`config.mk`:
```
export PLATFORM = sky130hd
export DESIGN_NAME = m_lsu_flat
export DESIGN_NICKNAME = d
export VERILOG_FILES = /design/src/rtl/m_lsu_pkg.sv /design/src/rtl/m_lsu_if.sv /design/src/rtl/m_lsu_check.sv /design/src/rtl/m_lsu.sv /design/src/flat_wrapper.sv
export SDC_FILE = /design/constraint.sdc
export NUM_CORES = 1
export LEC_CHECK = 0
export CORE_UTILIZATION = 35
export CTS_CLUSTER_DIAMETER = 60
export CTS_CLUSTER_SIZE = 40
export DETAILED_ROUTE_END_ITERATION = 10
export DONT_BUFFER_PORTS = 1
export GPL_ROUTABILITY_DRIVEN = 1
export PLACE_DENSITY_LB_ADDON = 0.08
export SLEW_MARGIN = 20
export SYNTH_ARGS = -nofsm -noshare
export SYNTH_HDL_FRONTEND = slang
export SYNTH_SLANG_ARGS = --single-unit
```
`constraint.sdc`:
```
create_clock -name clk -period 6.6 [get_ports clk]
set_clock_uncertainty 0.1 [all_clocks]
set_input_delay 1.32 -clock clk [delete_from_list [all_inputs] [get_ports clk]]
set_output_delay 1.32 -clock clk [all_outputs]
set_load 0.05 [all_outputs]
```
`src/rtl/m_lsu_pkg.sv`:
```
// m_lsu_pkg: shared definitions for the M-stage load/store unit.
//   - mem_op_e    : memory-operation encodings carried down the pipe
//   - EXC_*       : ExcCode values raised by this stage
//   - address map : data memory, timers and interrupt generator windows
//   - em_reg_t    : E/M pipeline register layout
//   - in_window() : half-open window test that avoids a ">= 0" compare
package m_lsu_pkg;

    typedef enum logic [3:0] {
        MOP_NONE = 4'd0,
        MOP_LW   = 4'd1,
        MOP_LH   = 4'd2,
        MOP_LHU  = 4'd3,
        MOP_LB   = 4'd4,
        MOP_LBU  = 4'd5,
        MOP_SW   = 4'd6,
        MOP_SH   = 4'd7,
        MOP_SB   = 4'd8
    } mem_op_e;

    localparam logic [4:0] EXC_NONE = 5'd0;
    localparam logic [4:0] EXC_ADEL = 5'd4;
    localparam logic [4:0] EXC_ADES = 5'd5;

    localparam logic [31:0] DM_TOP       = 32'h0000_2FFF;
    localparam logic [31:0] TC0_BASE     = 32'h0000_7F00;
    localparam logic [31:0] TC1_BASE     = 32'h0000_7F10;
    localparam logic [31:0] IG_BASE      = 32'h0000_7F20;
    localparam logic [31:0] TC_SIZE      = 32'd12;
    localparam logic [31:0] IG_SIZE      = 32'd4;
    localparam logic [31:0] TC_COUNT_OFS = 32'd8;

    typedef struct packed {
        logic        valid;
        logic [31:0] pc;
        mem_op_e     mem_op;
        logic [31:0] addr;
        logic        addr_ov;
        logic [31:0] wdata;
        logic [4:0]  exc_in;
    } em_reg_t;

    // True when base <= a < base + size; unsigned wrap makes a < base fail.
    function automatic logic in_window(input logic [31:0] a,
                                       input logic [31:0] base,
                                       input logic [31:0] size);
        return (a - base) < size;
    endfunction

endpackage

```
`src/rtl/m_lsu_if.sv`:
```
// m_lsu_if: data-bus request/response between the LSU and data memory.
//   m_data_addr   : byte address of the access
//   m_data_wdata  : lane-replicated store data
//   m_data_byteen : per-byte write enables (0 = no write)
//   m_data_rdata  : read data returned combinationally in the same cycle
interface m_lsu_if;
    logic [31:0] m_data_addr;
    logic [31:0] m_data_wdata;
    logic [3:0]  m_data_byteen;
    logic [31:0] m_data_rdata;

    modport master (
        output m_data_addr,
        output m_data_wdata,
        output m_data_byteen,
        input  m_data_rdata
    );

    modport slave (
        input  m_data_addr,
        input  m_data_wdata,
        input  m_data_byteen,
        output m_data_rdata
    );
endinterface

```
`src/rtl/m_lsu_check.sv`:
```
// m_lsu_check: combinational address-error decode for one memory access.
//   mem_op_i  : operation in M
//   addr_i    : byte address
//   addr_ov_i : address computation overflowed
//   adel_o    : load address error
//   ades_o    : store address error
module m_lsu_check
    import m_lsu_pkg::*;
(
    input  mem_op_e     mem_op_i,
    input  logic [31:0] addr_i,
    input  logic        addr_ov_i,
    output logic        adel_o,
    output logic        ades_o
);

    logic is_load, is_store, in_tc, legal, misalign, narrow, bad, cnt_hit;

    always_comb begin
        is_load  = mem_op_i inside {MOP_LW, MOP_LH, MOP_LHU, MOP_LB, MOP_LBU};
        is_store = mem_op_i inside {MOP_SW, MOP_SH, MOP_SB};
        in_tc    = in_window(addr_i, TC0_BASE, TC_SIZE) ||
                   in_window(addr_i, TC1_BASE, TC_SIZE);
        legal    = (addr_i <= DM_TOP) || in_tc ||
                   in_window(addr_i, IG_BASE, IG_SIZE);
        misalign = ((mem_op_i inside {MOP_LW, MOP_SW}) && (addr_i[1:0] != 2'b00)) ||
                   ((mem_op_i inside {MOP_LH, MOP_LHU, MOP_SH}) && addr_i[0]);
        // Timers only accept full-word accesses.
        narrow   = (mem_op_i inside {MOP_LH, MOP_LHU, MOP_LB, MOP_LBU, MOP_SH, MOP_SB})
                   && in_tc;
        // Timer count registers are read-only.
        cnt_hit  = (addr_i == TC0_BASE + TC_COUNT_OFS) ||
                   (addr_i == TC1_BASE + TC_COUNT_OFS);
        bad      = addr_ov_i || misalign || narrow || !legal;
        adel_o   = is_load && bad;
        ades_o   = is_store && (bad || cnt_hit);
    end

endmodule

```
`src/rtl/m_lsu.sv`:
```
// m_lsu: M-stage load/store unit. Holds the E/M register, drives the data
// bus request, resolves address exceptions and extends returning load data.
//   clk, reset_n    : clock, asynchronous active-low reset
//   flush           : squash; masks this cycle's write, loads a bubble
//   E_*             : E-stage instruction fields captured each edge
//   bus             : data-bus master (addr/wdata/byteen out, rdata in)
//   M_pc, M_exc     : registered PC and resolved ExcCode
//   M_load_data     : sign/zero-extended load result
module m_lsu
    import m_lsu_pkg::*;
(
    input  logic        clk,
    input  logic        reset_n,
    input  logic        flush,
    input  logic        E_valid,
    input  logic [31:0] E_pc,
    input  logic [3:0]  E_mem_op,
    input  logic [31:0] E_addr,
    input  logic        E_addr_ov,
    input  logic [31:0] E_wdata,
    input  logic [4:0]  E_exc_in,
    m_lsu_if.master     bus,
    output logic [31:0] M_pc,
    output logic [4:0]  M_exc,
    output logic [31:0] M_load_data
);

    em_reg_t em_q, em_d;
    logic    adel, ades;
    logic [7:0]  ld_byte;
    logic [15:0] ld_half;

    always_comb begin
        em_d = '0;
        if (!flush) begin
            em_d.valid   = E_valid;
            em_d.pc      = E_pc;
            em_d.mem_op  = mem_op_e'(E_mem_op);
            em_d.addr    = E_addr;
            em_d.addr_ov = E_addr_ov;
            em_d.wdata   = E_wdata;
            em_d.exc_in  = E_exc_in;
        end
    end

    always_ff @(posedge clk or negedge reset_n) begin
        if (!reset_n) em_q <= '0;
        else          em_q <= em_d;
    end

    m_lsu_check u_check (
        .mem_op_i  (em_q.mem_op),
        .addr_i    (em_q.addr),
        .addr_ov_i (em_q.addr_ov),
        .adel_o    (adel),
        .ades_o    (ades)
    );

    always_comb begin
        if (em_q.exc_in != EXC_NONE)  M_exc = em_q.exc_in;
        else if (em_q.valid && adel)  M_exc = EXC_ADEL;
        else if (em_q.valid && ades)  M_exc = EXC_ADES;
        else                          M_exc = EXC_NONE;
    end

    always_comb begin
        bus.m_data_addr = em_q.addr;
        case (em_q.mem_op)
            MOP_SW: begin
                bus.m_data_byteen = 4'b1111;
                bus.m_data_wdata  = em_q.wdata;
            end
            MOP_SH: begin
                bus.m_data_byteen = 4'b0011 << {em_q.addr[1], 1'b0};
                bus.m_data_wdata  = {2{em_q.wdata[15:0]}};
            end
            MOP_SB: begin
                bus.m_data_byteen = 4'b0001 << em_q.addr[1:0];
                bus.m_data_wdata  = {4{em_q.wdata[7:0]}};
            end
            default: begin
                bus.m_data_byteen = 4'b0000;
                bus.m_data_wdata  = em_q.wdata;
            end
        endcase
        // flush is combinational here so the instruction being squashed never writes.
        if (!em_q.valid || (M_exc != EXC_NONE) || flush)
            bus.m_data_byteen = 4'b0000;
    end

    always_comb begin
        ld_byte = bus.m_data_rdata[{em_q.addr[1:0], 3'b000} +: 8];
        ld_half = em_q.addr[1] ? bus.m_data_rdata[31:16] : bus.m_data_rdata[15:0];
        case (em_q.mem_op)
            MOP_LW:  M_load_data = bus.m_data_rdata;
            MOP_LH:  M_load_data = {{16{ld_half[15]}}, ld_half};
            MOP_LHU: M_load_data = {16'h0000, ld_half};
            MOP_LB:  M_load_data = {{24{ld_byte[7]}}, ld_byte};
            MOP_LBU: M_load_data = {24'h000000, ld_byte};
            default: M_load_data = '0;
        endcase
    end

    assign M_pc = em_q.pc;

endmodule

```
`src/flat_wrapper.sv`:
```
// flat-port wrapper written by rule: the top's interface ports become plain ports
module m_lsu_flat import m_lsu_pkg::*;
  (clk, reset_n, flush, E_valid, E_pc, E_mem_op, E_addr, E_addr_ov, E_wdata, E_exc_in, M_pc, M_exc, M_load_data, bus_m_data_addr, bus_m_data_wdata, bus_m_data_byteen, bus_m_data_rdata);
  m_lsu_if bus_i ();
  input  logic clk;
  input  logic reset_n;
  input  logic flush;
  input  logic E_valid;
  input  logic [31:0] E_pc;
  input  logic [3:0] E_mem_op;
  input  logic [31:0] E_addr;
  input  logic E_addr_ov;
  input  logic [31:0] E_wdata;
  input  logic [4:0] E_exc_in;
  output logic [31:0] M_pc;
  output logic [4:0] M_exc;
  output logic [31:0] M_load_data;
  output wire logic [$bits(bus_i.m_data_addr)-1:0] bus_m_data_addr;
  output wire logic [$bits(bus_i.m_data_wdata)-1:0] bus_m_data_wdata;
  output wire logic [$bits(bus_i.m_data_byteen)-1:0] bus_m_data_byteen;
  input wire logic [$bits(bus_i.m_data_rdata)-1:0] bus_m_data_rdata;
  assign bus_m_data_addr = bus_i.m_data_addr;
  assign bus_m_data_wdata = bus_i.m_data_wdata;
  assign bus_m_data_byteen = bus_i.m_data_byteen;
  assign bus_i.m_data_rdata = bus_m_data_rdata;
  m_lsu u_core (.clk(clk), .reset_n(reset_n), .flush(flush), .E_valid(E_valid), .E_pc(E_pc), .E_mem_op(E_mem_op), .E_addr(E_addr), .E_addr_ov(E_addr_ov), .E_wdata(E_wdata), .E_exc_in(E_exc_in), .bus(bus_i), .M_pc(M_pc), .M_exc(M_exc), .M_load_data(M_load_data));
endmodule
```
* Word-level counts from Yosys, hierarchy flattened
Cells that the tools add are included.
Storage, ports and cells: register bits 107, word-level logic and storage cells 64, output and inout bits 137, input port bits 142
Cells by class: add/subtract/negate cells 3, muxes and demuxes 9, equal/unequal tests 10, reductions and logical operators 28, magnitude comparators 4, shift-type cells 3
Operators with widths (count):
- 32-bit one-hot mux with 5 select lines | 1
- 107-bit 2-to-1 mux | 1
- 32-bit by 15-bit subtractor with 32-bit output, second input constant | 3
- 32-bit by 15-bit equality test with 1-bit output, second input constant | 2
- 32-bit by 4-bit < comparator with 1-bit output, second input constant | 2
- 32-bit one-hot mux with 2 select lines | 1
- 32-bit by 14-bit less-or-equal comparator with 1-bit output, second input constant | 1
- 32-bit by 3-bit < comparator with 1-bit output, second input constant | 1
- 32-bit by 6-bit indexed part select with 8-bit output | 1
- 4-bit by 3-bit equality test with 1-bit output, second input constant | 4
- 16-bit 2-to-1 mux | 1
- 5-bit nonzero test | 3
- 4-bit one-hot mux with 3 select lines | 1
- 1-bit logical OR | 11
- 5-bit 2-to-1 mux | 2
- 4-bit by 2-bit equality test with 1-bit output, second input constant | 2
- 1-bit logical AND | 7
- 3-bit nonzero test | 2
- 6-bit nonzero test | 1
- 4-bit by 1-bit equality test with 1-bit output, second input constant | 1
- 4-bit equality test, second input constant | 1
- 4-bit 2-to-1 mux | 1
- 2-bit nonzero test | 2
- 1-bit by 2-bit left shift with 4-bit output, first input constant | 1
- other kinds (3) | 4

* Longest topological paths before layout
Gate-level depths: netlist of the first run.
word-level depth 17, gate-level depth with buffers 10, gate-level depth less buffers 10

* Modules after synthesis
A second synthesis of the first run with hierarchy kept.
Unflattened totals: cell total of the unflattened synthesis 682, area, all modules 6471.2 sq um
By module, submodules not included:
- m_lsu | seq. area each 2677.6 sq um, instances 1, cells an instance 471, area each 5148.7 sq um
- m_lsu_check | seq. area each 0.0 sq um, instances 1, cells an instance 211, area each 1322.5 sq um

* Worst setup path after synthesis of the first run
OpenSTA, ideal clock, no wires.
path type reg-to-output, start point register u_core.em_q, in the netlist u_core.bus.m_data_addr[18], end point output port bus_m_data_byteen[0], path buffers 1, arrival time 3.496 ns, cell stages (with the launch flop) 10, required time 5.180 ns, path slack 1.684 ns, cells stage by stage dfrtp_1 > buf_6 > or4_4 > or3_4 > nor2_4 > and4b_1 > nor3_1 > or4_4 > a2111o_1 > a21oi_1
Between the ends: word-level cells in the longest chain between the ends 17, elaborated cells between the ends (all ways) 29, those cells by class add/sub (3); order compare (4); eq/ne (2); mux (4); reduce/logical (16)
Ends and longest elaborated chain:
- start: declaration | line m_lsu.sv:28 | em_reg_t em_q, em_d;
- start signal: assignment | line m_lsu.sv:48 | else em_q <= em_d;
- 32-bit by 15-bit subtractor with 32-bit output | line m_lsu_pkg.sv:47 | return (a - base) < size;
- 32-bit by 4-bit < comparator with 1-bit output | line m_lsu_pkg.sv:47
- 1-bit logical OR | line m_lsu_check.sv:22 | in_tc = in_window(addr_i, TC0_BASE, TC_SIZE) ||
- 1-bit logical OR (2 in series) | line m_lsu_check.sv:24 | legal = (addr_i <= DM_TOP) || in_tc ||
- 1-bit logical NOT | line m_lsu_check.sv:34 | bad = addr_ov_i || misalign || narrow || !legal;
- 1-bit logical OR | line m_lsu_check.sv:34
- 1-bit logical OR | line m_lsu_check.sv:36 | ades_o = is_store && (bad || cnt_hit);
- 1-bit logical AND | line m_lsu_check.sv:36
- 1-bit logical AND | line m_lsu.sv:62 | else if (em_q.valid && ades) M_exc = EXC_ADES;
- 3-bit 2-to-1 mux | line m_lsu.sv:62
- 5-bit 2-to-1 mux (*) | line m_lsu.sv:61 | else if (em_q.valid && adel) M_exc = EXC_ADEL;
- 5-bit 2-to-1 mux (*) | line m_lsu.sv:60 | if (em_q.exc_in != EXC_NONE) M_exc = em_q.exc_in;
- 5-bit nonzero test (*) | line m_lsu.sv:87 | if (!em_q.valid || (M_exc != EXC_NONE) || flush)
- 1-bit logical OR (*) (2 in series) | line m_lsu.sv:87
- 4-bit 2-to-1 mux (*) | line m_lsu.sv:87
- end: declaration | line flat_wrapper.sv:20 | output wire logic [$bits(bus_i.m_data_byteen)-1:0] bus_m_data_byteen;
Mark *: on every way between the ends. The rest lies on a longest branch, timed or not.

* Worst setup path in the final report of the first run
start point register u_core.em_q, in the netlist u_core.bus.m_data_addr[14], end point output port bus_m_data_byteen[0]
The elaborated chain is that of the path after synthesis.

==> out/qor.yml, run 1 <==
status: "finished, final reports clean"
yosysWarnings: 0
crit_chain: "nand4_1, a211oi_2, nor2_1, a2111oi_0, nand4_1, or4_4, a2111o_1, a21oi_1, buf_4"
final_cell_mix: "nor2b_1 (113), dfrtp_1 (107), nand2_1 (90), nor2_1 (39), a21oi_1 (26)"
viasPerCell: 5.52
firstDrtPassIters: 4
setup_viol: 0
grt_start_max_net_pins: 109
cp_top_family: "compound AO/OA/AOI/OAI gates"
vias: 4661
crit_path_end_kind: "output pin"
fmax_ghz: 0.165
core-area_mm2: 0.0175
grt_pass1_wl_mm: 27.3
maxCapViolations: 0
die_h_um: 137
critPathMaxStageDelay_ns: 0.81
min_period_ns: 6.04
cts_buffers: 9
total_power_uw: 1620
drt_iter0_markers: 318
root_buffer: "clkbuf_16"
die_x_um: 137
synth_top_area_share_pct: 42.0
arrival_ns: 4.62
slew_headroom_pct: 28.9
grt_overflow: 0
grtUsageTotal_pct: 19.6
syn_inst: 700
clockBufferDepth: 2
fin_area_mm2: 0.00634
cts_max_level: 3
power_density_mw_per_mm2: 255
ys_seq_elements: 107
place_area_mm2: 0.00601
drive_gt1_share_pct: 9.45
synth_edf_count: 0
syn_avg_cell_area_um2: 9.10
async_flop_share_pct: 100
yosysTopAreaCell: "dfrtp_1"
ir_drop_mv: 0.110
gp_congestion: 0.949
start_kind: "flip-flop"
path_clk_slew_ns: 0.08
synth_nets: 844
ioPinCount: 279
ant_nets: 0
crit_top_cell: "nand4_1"
fill_cells: 1790
hold_viol: 0
yosys_most_used_dff: "dfrtp_1"
tightest_slew_ns: 1.06
synth_area_mm2: 0.00637
yosys.cell_types.count: 63
setup_tns_ns: 0
clock_sinks: 107
final_common_cell: "nor2b_1"
fin_nets: 753
crit_buf_inv: 1
ys_seq_area_share_pct: 42.0
drt_wl_total_mm: 18.4
required_ns: 5.18
cp_max_fo: 12
cts_hold_buf: 0
die_area_mm2: 0.0187
worstSetupPathDepth: 9
p_leak_uw: 0.00265
slew_viol_final: 0
hpwl_mm: 13.5
cts_resized: 0
tritoncts: "built"
critical_path_class: "reg2out"
crit_slowest_cell: "dfrtp_1"
drt_drc_violations_left: 0
grt_pass1_vias: 4696
antenna_found_initial: 6
num_rows: 48
cts_setup_buffers: 0
area_growth_pct: -0.472
hold_path_class: "in2async"
io_buffers: 0
rsz0062_at_grt: "no"
yosys-top-cells-area: "dfrtp_1 (42%), nor2b_1 (11%), buf_4 (8.7%)"
post-route-period-util_pct: 91.6
initial_core_util_pct: 36.3
wl_per_cell_um: 21.8
fin_util_pct: 36.1
[report_power, final]
group | switching, µW | internal [µW] | total, µW
sequential | 124 | 686 | 810
combinational | 187 | 70.9 | 258
clock | 279 | 271 | 551
total | 591 | 1030 | 1620
[stage by stage]
| stage | worst slack [ns] | cells | hold WS [ns] |
|---|---|---|---|
| 6_report | 0.556 | 845 | 0.547 |
| 5_1_grt | 0.253 | 843 | 0.521 |
| 4_1_cts | 0.568 | 839 | 0.529 |
| 3_3_place_gp | 1.11 | 823 | 0.927 |
| 2_1_floorplan | 1.68 | 700 | 0.924 |
| 3_5_place_dp | 0.972 | 823 | 0.926 |
[worst max-delay path by stage]
stage | start | endpoint | slack [ns]
4_1_cts | u_core.bus.m_data_addr[14]$_DFF_PN0_ | bus_m_data_byteen[1] | 0.57
2_1_floorplan | u_core.bus.m_data_addr[18]$_DFF_PN0_ | bus_m_data_byteen[0] | 1.68
3_5_place_dp | u_core.bus.m_data_addr[14]$_DFF_PN0_ | bus_m_data_byteen[1] | 0.97
5_1_grt | u_core.bus.m_data_addr[14]$_DFF_PN0_ | bus_m_data_byteen[1] | 0.25
6_report | u_core.bus.m_data_addr[14]$_DFF_PN0_ | bus_m_data_byteen[0] | 0.56
3_3_place_gp | u_core.bus.m_data_addr[14]$_DFF_PN0_ | bus_m_data_byteen[1] | 1.11
[cell type report]
class                      count  area [µm²]  area share [%]
tap                          225         282            4.44
clock inverter                 7        78.8            1.24
timing repair buffer          13        97.6            1.54
inverter                       5        18.8           0.296
clock buffer                   9         225            3.55
sequential                   107        2680            42.2
antenna                        6        15.0           0.237
multi-input combinational    473        2940            46.4
[layer usage]
layer  track usage, %  wire length, µm  up-vias  share of wire (%)
met5                0                0        -                  0
met4             6.23              277        0                1.5
met3             7.11             1680       17                9.1
met2             30.7             8630      221                 47
met1             25.0             7860     2260                 43
li1                 -                -     2163                  -
[state kept, by name, indices dropped and copies added (netlist names)]
signal	cells
u_core.M_pc	32
u_core.em_q	43
u_core.bus.m_data_addr	32
[cells in the mapped netlist (all sizes together) (2+ instances only)]
cell,number
a221o,14
nand4b,4
dfrtp,107
o2111ai,2
xnor2,5
or3,5
o31ai,2
a22oi,6
nor4,13
nor2b,113
nor3b,3
a31oi,3
o22a,2
o211ai,2
and3b,2
or2,5
nand4,12
mux2,9
ha,2
o21a,3
inv,5
or4,7
clkbuf,33
nand2b,10
nor3,16
nor4b,4
buf,82
or4b,2
a2111o,2
nand2,90
and2,3
mux2i,10
nor2,40
o21ai,17
a21oi,26
o22ai,2
a211oi,7
a2111oi,4
nand3,10
a32o,2
[logic make-up (layout without fill, tap and decap cells)]
| group | Yosys count | in the layout | share of synthesized area [%] |
|---|---|---|---|
| compound gates | 104 | 104 | 11.7 |
| xor+xnor | 6 | 6 | 0.825 |
| fa+ha+maj | 2 | 2 | 0.393 |
| buf+inv | 120 | 34 | 11.9 |
| flops | 107 | 107 | 42.0 |
| mux | 19 | 19 | 3.16 |
| other cells | 0 | 6 | 0 |
| simple gates | 342 | 342 | 30.0 |
Note: power is estimated with default switching activity, not from simulation.
==> inputs of run 2 (changes only) <==
SYNTH_HIERARCHICAL = 1   (was not set)
==> out/qor.yml, run 2 <==
hold_path_class: "in2async"  # unchanged
fin_nets: 736  # was 753
yosys_most_used_dff: "dfrtp_1"  # unchanged
cts_hold_buf: 0  # unchanged
maxCapViolations: 0  # unchanged
cts_buffers: 9  # unchanged
hold_viol: 0  # unchanged
drt_wl_total_mm: 18.1  # was 18.4 mm
synth_top_area_share_pct: 41.4  # was 42.0%
yosysWarnings: 6  # was 0
path_clk_slew_ns: 0.08  # about the same
die_area_mm2: 0.0190  # was 0.0187 mm²
ys_seq_elements: 107  # unchanged
arrival_ns: 4.81  # was 4.62 ns
ant_nets: 0  # unchanged
ys_seq_area_share_pct: 41.4  # was 42.0%
clock_sinks: 107  # unchanged
pre_cts_ws_ns: 0.635  # was 0.972 ns
synth.most_common_cell: "nor2b_1"  # unchanged
rsz0062_at_grt: "no"  # unchanged
die_h_um: 138  # was 137 µm
required_ns: 5.18  # about the same
slew_headroom_pct: 26.2  # was 28.9%
grt_overflow: 0  # unchanged
setup_viol: 0  # unchanged
final_cell_mix: "nor2b_1 (113), dfrtp_1 (106), nand2_1 (37), nand3_1 (30), o21ai_0 (22)"  # was nor2b_1 (113), dfrtp_1 (107), nand2_1 (90), nor2_1 (39), a21oi_1 (26)
status: "finished, final reports clean"  # unchanged
critical_path_class: "reg2out"  # unchanged
viasPerCell: 5.74  # was 5.52
synth_edf_count: 0  # unchanged
synth_nets: 826  # was 844
slew_viol_final: 0  # unchanged
crit_path_end_kind: "output pin"  # unchanged
post-route-period-util_pct: 94.4  # was 91.6%
crit_chain: "or3_1, or4_1, or3_1, a21oi_1, o221ai_1, o31ai_1, a22oi_1, and3b_1, nor3_1, nand3_1, a21oi_1, buf_4"  # was nand4_1, a211oi_2, nor2_1, a2111oi_0, nand4_1, or4_4, a2111o_1, a21oi_1, buf_4
cp_max_fo: 11  # was 12
num_rows: 49  # was 48
ioPinCount: 279  # unchanged
clockBufferDepth: 2  # unchanged
wl_per_cell_um: 21.9  # was 21.8 µm
gp_congestion: 0.952  # was 0.949
syn_inst: 682  # was 700
tightest_slew_ns: 1.10  # was 1.06 ns
root_buffer: "clkbuf_16"  # unchanged
crit_buf_inv: 1  # unchanged
drt_iter0_markers: 296  # was 318
drt_drc_violations_left: 0  # unchanged
drive_gt1_share_pct: 12.9  # was 9.45%
final_cells: 828  # was 845
grtUsageTotal_pct: 18.6  # was 19.6%
core-area_mm2: 0.0180  # was 0.0175 mm²
yosys.cell_types.count: 74  # was 63
fmax_ghz: 0.160  # was 0.165 GHz
grt_pass1_vias: 4544  # was 4696
critPathMaxStageDelay_ns: 0.77  # was 0.81 ns
yosys-top-cells-area: "dfrtp_1 (41%), nor2b_1 (11%), buf_4 (8.7%)"  # was dfrtp_1 (42%), nor2b_1 (11%), buf_4 (8.7%)
final_common_cell: "nor2b_1"  # unchanged
io_buffers: 0  # unchanged
vias: 4749  # was 4661
setup_tns_ns: 0  # unchanged
yosysTopAreaCell: "dfrtp_1"  # unchanged
yosys-top-cells-count: "nor2b_1 (113), dfrtp_1 (107), buf_4 (75)"  # was nor2b_1 (113), dfrtp_1 (107), nand2_1 (90)
dpl.cell_count: 806  # was 823
firstDrtPassIters: 5  # was 4
layout_setup_ws_ns: 0.369  # was 0.556 ns
grt_pass1_wl_mm: 26.3  # was 27.3 mm
antenna_found_initial: 3  # was 6
syn_avg_cell_area_um2: 9.49  # was 9.10 µm²
async_flop_share_pct: 100  # unchanged
hpwl_mm: 13.4  # was 13.5 mm
synth_area_mm2: 0.00647  # was 0.00637 mm²
start_kind: "flip-flop"  # unchanged
cp_top_family: "simple AND/OR/NAND/NOR gates"  # was compound AO/OA/AOI/OAI gates
tritoncts: "built"  # unchanged
min_period_ns: 6.23  # was 6.04 ns
max_flop_register: "u_core/em_q"  # was u_core.em_q
largest_reg_flops: 43  # unchanged
area_growth_pct: 0.425  # was -0.472%
die_x_um: 138  # was 137 µm
power_density_mw_per_mm2: 257  # was 255 mW/mm²
cts_max_level: 3  # unchanged
p_leak_uw: 0.00269  # was 0.00265 µW
initial_core_util_pct: 35.9  # was 36.3%
ir_drop_mv: 0.130  # was 0.110 mV
grt_start_max_net_pins: 109  # unchanged
crit_slowest_cell: "or4_1"  # was dfrtp_1
## run 2: cell types whose count changed after synthesis, moves of 4 or more
| cell | previous run | this run |
|---|---|---|
| o211ai_1 | 2 | 12 |
| a22o_1 | 0 | 8 |
| nand3_1 | 10 | 30 |
| o21ai_0 | 17 | 23 |
| a221o_1 | 14 | 7 |
| nand2b_1 | 10 | 2 |
| nor2_1 | 39 | 20 |
| or3_1 | 4 | 8 |
| nor3_1 | 15 | 19 |
| buf_2 | 5 | 11 |
| a21oi_1 | 26 | 16 |
| nand2_1 | 90 | 37 |
| a21o_1 | 1 | 9 |
| mux2_2 | 9 | 20 |
## run 2: what timing repair did
item                                    4_1_cts  5_1_grt
resized for setup                             0        2
buffers inserted                              0        3
endpoints found under the hold margin         0        0
endpoints found under the setup margin        0        4
## run 2: layout make-up
type,count,area (µm²)
fillers,1828,11500
multi-input cells,449,3040
flip-flops and latches,107,2680
well taps,229,287
clock buffers,9,225
repair buffers,17,131
clock inverters,7,103
inverters,8,30.0
diodes,2,5.00
## run 2: where the power goes
group	internal (µW)	switching [µW]
Combinational	75.6	192
Sequential	686	118
Clock	311	289
Total	1070	599
## run 2: kinds of logic after synthesis
family | count (synthesis) | synth area share [%]
buffers and inverters | 126 | 12.0
multiplexers | 29 | 4.87
XOR/XNOR | 8 | 1.08
AND/OR/NAND/NOR | 289 | 26.6
flip-flops | 107 | 41.4
AO/OA/AOI/OAI | 120 | 13.6
adder cells (fa/ha/maj) | 3 | 0.541
## run 2: worst paths after layout
check / slack [ns] / from / end / depth (start not counted)
min in group clk: 0.92 / flush / u_core/M_pc[9]$_DFF_PN0_ / 1
max in group asynchronous: 5.71 / reset_n / u_core/bus.m_data_addr[13]$_DFF_PN0_ / 0
max: 0.37 / u_core/bus.m_data_addr[17]$_DFF_PN0_ / bus_m_data_byteen[2] / 12
min: 0.54 / reset_n / u_core/M_pc[28]$_DFF_PN0_ / 0
## run 2: layer usage
| metal | routed length [µm] | up-vias | track usage (%) | part of all wire, % |
|---|---|---|---|---|
| li1 | - | 2154 | - | - |
| met1 | 6820 | 2346 | 21.2 | 38 |
| met5 | 13 | - | 0 | 0.072 |
| met2 | 9380 | 224 | 31.4 | 52 |
| met3 | 1640 | 23 | 7.71 | 9.0 |
| met4 | 274 | 2 | 5.80 | 1.5 |
## run 2: through the flow
step                cell area [µm²]  util, %  total power [µW]  hold WS, ns
floorplan                      6470        -              1080        0.924
global placement               6120     33.9              1090        0.926
detailed placement             6120     34.0              1090        0.927
CTS                            6450     35.8              1690        0.527
global route                   6500     36.1              1740        0.516
finish                         6500     36.1              1670        0.542
